### src/rtl/pll_supply_ramp.sv
// pll_supply_ramp
// ---------------------------------------------------------------------------
// Ramps a PLL supply rail from its present voltage to a requested target in
// fixed STEP_UV increments, one step every STEP_CYCLES clocks. After the
// target is reached it waits SETTLE_CYCLES clocks before the rail is
// considered settled and returns to IDLE.
//
// Optional feature (compile-time macro PLL_SUPPLY_RAMP_CLAMP_EN):
//   defined   -> a requested target above ON_MAX_UV is clamped to ON_MAX_UV
//   undefined -> the requested target is latched unmodified
//
// Ports
//   clk_i            single clock
//   rst_ni           synchronous active-low reset
//   req_valid_i      new target request
//   req_ready_o      request can be accepted (high only in IDLE)
//   req_target_uv_i  unsigned target voltage in uV
//   vout_uv_o        driven (registered) supply voltage in uV
//   vout_on_o        1 while ON_MIN_UV <= vout_uv_o <= ON_MAX_UV
//   busy_o           ramp or settle in progress
//   pwr_good_o       idle, settled at least once, and inside the ON window
//   done_o           one-cycle pulse on the last SETTLE cycle
//   state_o          debug view of the FSM state (pll_ramp_state_e encoding)
//
// Handshake: a request transfers on a rising clk_i edge where
// req_valid_i && req_ready_o. req_ready_o is high only in IDLE, so requests
// presented while busy are simply not taken; there is no queueing and the
// requester may drop or change req_valid_i/req_target_uv_i at any time before
// the transfer.
// ---------------------------------------------------------------------------
module pll_supply_ramp #(
  parameter int unsigned STEP_UV       = 10000,
  parameter int unsigned STEP_CYCLES   = 4,
  parameter int unsigned SETTLE_CYCLES = 8,
  parameter int unsigned ON_MIN_UV     = 810000,
  parameter int unsigned ON_MAX_UV     = 1320000
) (
  input  logic        clk_i,
  input  logic        rst_ni,
  input  logic        req_valid_i,
  output logic        req_ready_o,
  input  logic [31:0] req_target_uv_i,
  output logic [31:0] vout_uv_o,
  output logic        vout_on_o,
  output logic        busy_o,
  output logic        pwr_good_o,
  output logic        done_o,
  output logic [1:0]  state_o
);

  typedef enum logic [1:0] {
    IDLE      = 2'd0,
    RAMP_UP   = 2'd1,
    RAMP_DOWN = 2'd2,
    SETTLE    = 2'd3
  } pll_ramp_state_e;

  localparam logic [32:0] STEP_33     = 33'(STEP_UV);
  localparam logic [31:0] STEP_32     = 32'(STEP_UV);
  localparam logic [31:0] STEP_LAST   = 32'(STEP_CYCLES - 1);
  localparam logic [31:0] SETTLE_LAST = 32'(SETTLE_CYCLES - 1);

  pll_ramp_state_e state_q, state_d;
  logic [31:0]     vout_q, vout_d;
  logic [31:0]     cnt_q, cnt_d;
  logic [31:0]     target_q, target_d;
  logic            settled_q, settled_d;

  logic            accept;
  logic [31:0]     target_in;
  logic [32:0]     up_dist;
  logic [32:0]     down_dist;
  logic [32:0]     new_target_33;
  logic [32:0]     vout_33;

  // Target as it will be latched on acceptance.
`ifdef PLL_SUPPLY_RAMP_CLAMP_EN
  assign target_in = (req_target_uv_i > 32'(ON_MAX_UV)) ? 32'(ON_MAX_UV) : req_target_uv_i;
`else
  assign target_in = req_target_uv_i;
`endif

  // All distance math is done at 33 bits so comparisons never wrap.
  assign vout_33       = {1'b0, vout_q};
  assign new_target_33 = {1'b0, target_in};
  assign up_dist       = {1'b0, target_q} - vout_33;
  assign down_dist     = vout_33 - {1'b0, target_q};

  assign accept = req_valid_i && (state_q == IDLE);

  always_ff @(posedge clk_i) begin
    if (!rst_ni) begin
      state_q   <= IDLE;
      vout_q    <= '0;
      cnt_q     <= '0;
      target_q  <= '0;
      settled_q <= 1'b0;
    end else begin
      state_q   <= state_d;
      vout_q    <= vout_d;
      cnt_q     <= cnt_d;
      target_q  <= target_d;
      settled_q <= settled_d;
    end
  end

  always_comb begin
    state_d   = state_q;
    vout_d    = vout_q;
    cnt_d     = cnt_q;
    target_d  = target_q;
    settled_d = settled_q;
    done_o    = 1'b0;

    unique case (state_q)
      IDLE: begin
        if (accept) begin
          target_d = target_in;
          cnt_d    = '0;
          if (new_target_33 > vout_33) begin
            state_d = RAMP_UP;
          end else if (new_target_33 < vout_33) begin
            state_d = RAMP_DOWN;
          end else begin
            state_d = SETTLE;
          end
        end
      end

      // The step counter starts at 0 on acceptance, so the first step
      // lands STEP_CYCLES edges after the accepting edge.
      RAMP_UP: begin
        if (cnt_q == STEP_LAST) begin
          cnt_d = '0;
          if (up_dist <= STEP_33) begin
            vout_d  = target_q;
            state_d = SETTLE;
          end else begin
            vout_d = vout_q + STEP_32;
          end
        end else begin
          cnt_d = cnt_q + 32'd1;
        end
      end

      // Snapping to the target when within one step also guarantees vout
      // never goes below the target (and therefore never below 0).
      RAMP_DOWN: begin
        if (cnt_q == STEP_LAST) begin
          cnt_d = '0;
          if (down_dist <= STEP_33) begin
            vout_d  = target_q;
            state_d = SETTLE;
          end else begin
            vout_d = vout_q - STEP_32;
          end
        end else begin
          cnt_d = cnt_q + 32'd1;
        end
      end

      SETTLE: begin
        if (cnt_q == SETTLE_LAST) begin
          cnt_d     = '0;
          state_d   = IDLE;
          settled_d = 1'b1;
          done_o    = 1'b1;
        end else begin
          cnt_d = cnt_q + 32'd1;
        end
      end

      default: begin
        state_d = IDLE;
      end
    endcase
  end

  assign vout_uv_o   = vout_q;
  assign vout_on_o   = (vout_q >= 32'(ON_MIN_UV)) && (vout_q <= 32'(ON_MAX_UV));
  assign req_ready_o = (state_q == IDLE);
  assign busy_o      = (state_q != IDLE);
  // Power-good drops in the same cycle a new request is being accepted.
  assign pwr_good_o  = (state_q == IDLE) && settled_q && vout_on_o && !accept;
  assign state_o     = state_q;

endmodule

### config.mk
export PLATFORM = sky130hd
export DESIGN_NAME = pll_supply_ramp
export DESIGN_NICKNAME = d
export VERILOG_FILES = /design/src/rtl/pll_supply_ramp.sv
export SDC_FILE = /design/constraint.sdc
export NUM_CORES = 1
export LEC_CHECK = 0
export BUFFER_PORTS_ARGS = -buffer_cell sky130_fd_sc_hd__buf_2
export CORE_UTILIZATION = 50
export DETAILED_ROUTE_END_ITERATION = 8
export MAX_ROUTING_LAYER = met4
export PLACE_DENSITY = 0.75
export SLEW_MARGIN = 20
export SYNTH_ARGS = -nofsm -noshare
export SYNTH_HDL_FRONTEND = slang
export SYNTH_SLANG_ARGS = --single-unit
### constraint.sdc
create_clock -name clk_i -period 5.4 [get_ports clk_i]
set_input_delay 0.54 -clock clk_i [delete_from_list [all_inputs] [get_ports clk_i]]
set_output_delay 0.54 -clock clk_i [all_outputs]
set_load 0.05 [all_outputs]
==> results.md <==
* Met2 Wirelength at 15.9 mm
* GRT Util Overall at 34.1%
* Pre-Repair DR Iteration Count at 6
* Row count at 52
* Comb power frac at 78.6%
* Cts bufs inserted at 9
* RD Place Congestion at 1.10
* Core area at 20400 µm²
* Initial Utilization at 51.3%
* I/O pins at 74
* Total grt overflow at 0
* Ys async rst share at 0%
* Die H at 147 µm
* CTS H-tree depth at 3
* CTS Hold Buffers Added at 0
* Final Hold Fails at 0
* Psw at 4.80 mW
* Clock power share at 8.7%
* Iter 0 DRT Violations at 1334
* Max_cap viols at 0
* Layout cell share with drive strength beyond 1 at 9.72%
* Worst EP arrival at 5.44 ns
* Final hold slack at 0.433 ns
* DR DRC count at 0
* RSZ-0062 raised after global routing: false
* Post-CTS Setup Repair Bufs at 0
* Worst-Margin Slew at 0.955 ns
* HPWL after detailed placement at 28.2 mm
* Avg Cell Area, Syn at 7.18 µm²
* Final Cycle Share at 96.0%
* Clock slew at reported path FFs at 0.08 ns
* Clk_skew at 0.0111 ns
* LEAKAGE at 4.58 nW
* Post-synth EDFFs at 0
* Tmin final at 5.19 ns
* Top_reg_cell synth: dfxtp_1
* WL met1 at 15.7 mm
* Rel. slew slack at 35.8%
* Highest metal used: met4
* Port bufs at 73
* Clk Latency, worst-skew pair at 0.35 ns
* First-pass GRT wire length at 57.1 mm
* Die area at 21500 µm²
* Min setup slack post-route at 0.213 ns
* Pwr per Cell Area at 732 nW/µm²
* Total negative slack at 0 ns
* Initial antenna violation count at 0
* Via count at 11600
* Yosys warning count at 0
* Via-to-Cell Ratio at 6.57
* Seq/Total Area, Yosys at 19.0%
* Clock root buffer: clkbuf_16
* Post-route core utilization at 55.8%
* Switching share of power at 57.7%
* Worst Hold Class: input port to register
* Tot Pwr at 8.31 mW
* DRT antenna net count at 0
* TritonCTS Sinks at 99
* CP endpoint kind: register
* Register bit count reported by yosys at 99
* Nets at 1628
* Max Slew Vio Count at 0
* Die Wd at 147 µm
* Clock Path Buffers at 2
* Layout Area Growth over Synthesis at 8.59%
* Final WL at 36.2 mm
* Final setup vio count at 0
* Crit start category: register
* Reg power frac at 12.7%
* Post-synth cell types at 85
* Largest net degree at the start of global routing at 49
* Vias in the first global route at 10600
* Fmax at 0.193 GHz
* Mean routed wirelength per cell at 20.6 µm
* Setup Crit Path Kind: register to register
* Met3 wire length at 3.13 mm
* Dpl ws at 0.365 ns
* Cell area after synthesis at 10500 µm²
* Int Pwr at 3.51 mW
* Syn Inst Count at 1457
* Worst VDD drop at 0.536 mV
* Syn_nets at 1598
* Critical Path RT at 5.66 ns
* CTS tree: yes
* Outcome: complete, no violations
* Antenna diodes at 0
* R2R Setup Slk at 0.21 ns
* CP Max Fanout at 21
* # resized after CTS at 0
[critical path: stages, from the launching register on]
cell and delay (ns):
dfxtp_1 0.52, inv_1 0.24, ha_1 0.49, a21oi_1 0.33, o21ai_0 0.23, a211o_1 0.37
o31ai_1 0.58, o21ai_1 0.18, mux2_2 0.32, o2111ai_1 0.20, o41a_4 0.65, buf_4 0.26
a221oi_1 0.34, o22ai_1 0.13, a311oi_1 0.25
[final timing paths]
kind                       from             to  cells past startpoint
max                vout_uv_o[7]  vout_uv_o[28]                     14
max reg2reg        vout_uv_o[7]  vout_uv_o[28]                     14
min          req_target_uv_i[1]    target_q[1]                      3
min reg2reg           settled_q      settled_q                      2
[flip-flops by register name, summed over array words and instances (netlist names)]
signal / flops
cnt_q: 32
target_q: 32
vout_uv_o: 32
state_o: 2
settled_q: 1
[metrics by stage]
stage,instance area [µm²],cells
floorplan,10500,1457
global placement,11000,1746
detailed placement,11000,1746
global route,11400,1762
finish,11400,1762
CTS,11400,1762
[synth_stat cells (all sizes together) (27+ instances only)]
master,number,area (µm²)
nor2,98,368
o21ai,82,410
a21o,30,225
nand2,168,631
buf,27,143
dfxtp,99,1980
xor2,28,245
nand3,57,285
inv,91,342
ha,106,1330
nor3,48,240
clkbuf,49,184
a21oi,165,848
xnor2,45,394
nand4,39,244
[cell type report]
class | count | area (µm²)
Clock buffer | 9 | 225
Clock inverter | 7 | 113
Fill cell | 1991 | 9010
Inverter | 91 | 342
Multi-Input combinational cell | 1191 | 7810
Sequential cell | 99 | 1980
Tap cell | 270 | 338
Timing Repair Buffer | 95 | 543
[cell families (layout without fill, tap and decap cells)]
| logic type | count (synthesis) | count (layout) | synth area share, % |
|---|---|---|---|
| AND/OR/NAND/NOR | 532 | 532 | 25.0 |
| AO/OA/AOI/OAI | 473 | 473 | 30.2 |
| buffers and inverters | 167 | 202 | 6.39 |
| adder cells (fa/ha/maj) | 106 | 106 | 12.7 |
| flip-flops | 99 | 99 | 19.0 |
| XOR/XNOR | 73 | 73 | 6.11 |
| multiplexers | 7 | 7 | 0.706 |
[placed cells by master, fill, tap and decap left out, types with 11 or more instances in the layout]
cell      netlist  final
a31oi_1        18     18
a21o_1         30     30
nand3_1        57     57
ha_1          106    106
buf_2          24     73
o21ai_0        69     68
and3_1         16     16
buf_4           1     21
a211oi_1       14     14
a211o_1        11     11
o21ai_1        13     13
nor2_1         98     98
nor4_1         20     20
xor2_1         28     28
o211ai_1       13     13
xnor2_1        45     45
or3_1          15     15
nand2_1       168    167
o21a_1         20     20
a221oi_1       18     18
a21oi_1       161    161
inv_1          90     89
nand4_1        39     39
dfxtp_1        99     99
nor3_1         48     48
[metal layers]
layer  track usage [%]  up-vias
met5                 -        -
met4              14.4        0
met2              51.9      664
met3              3.53      111
met1              45.7     5387
li1                  -     5421
[power groups by stage]
| stage | logic, mW | registers, mW | clock network (mW) |
|---|---|---|---|
| floorplan | 4.52 | 1.25 | 0 |
| global placement | 6.34 | 1.05 | 0 |
| detailed placement | 6.29 | 1.06 | 0 |
| CTS | 6.33 | 1.04 | 0.732 |
| global route | 7.01 | 1.07 | 0.757 |
| finish | 6.53 | 1.06 | 0.726 |
Note: power is estimated with default switching activity, not from simulation.
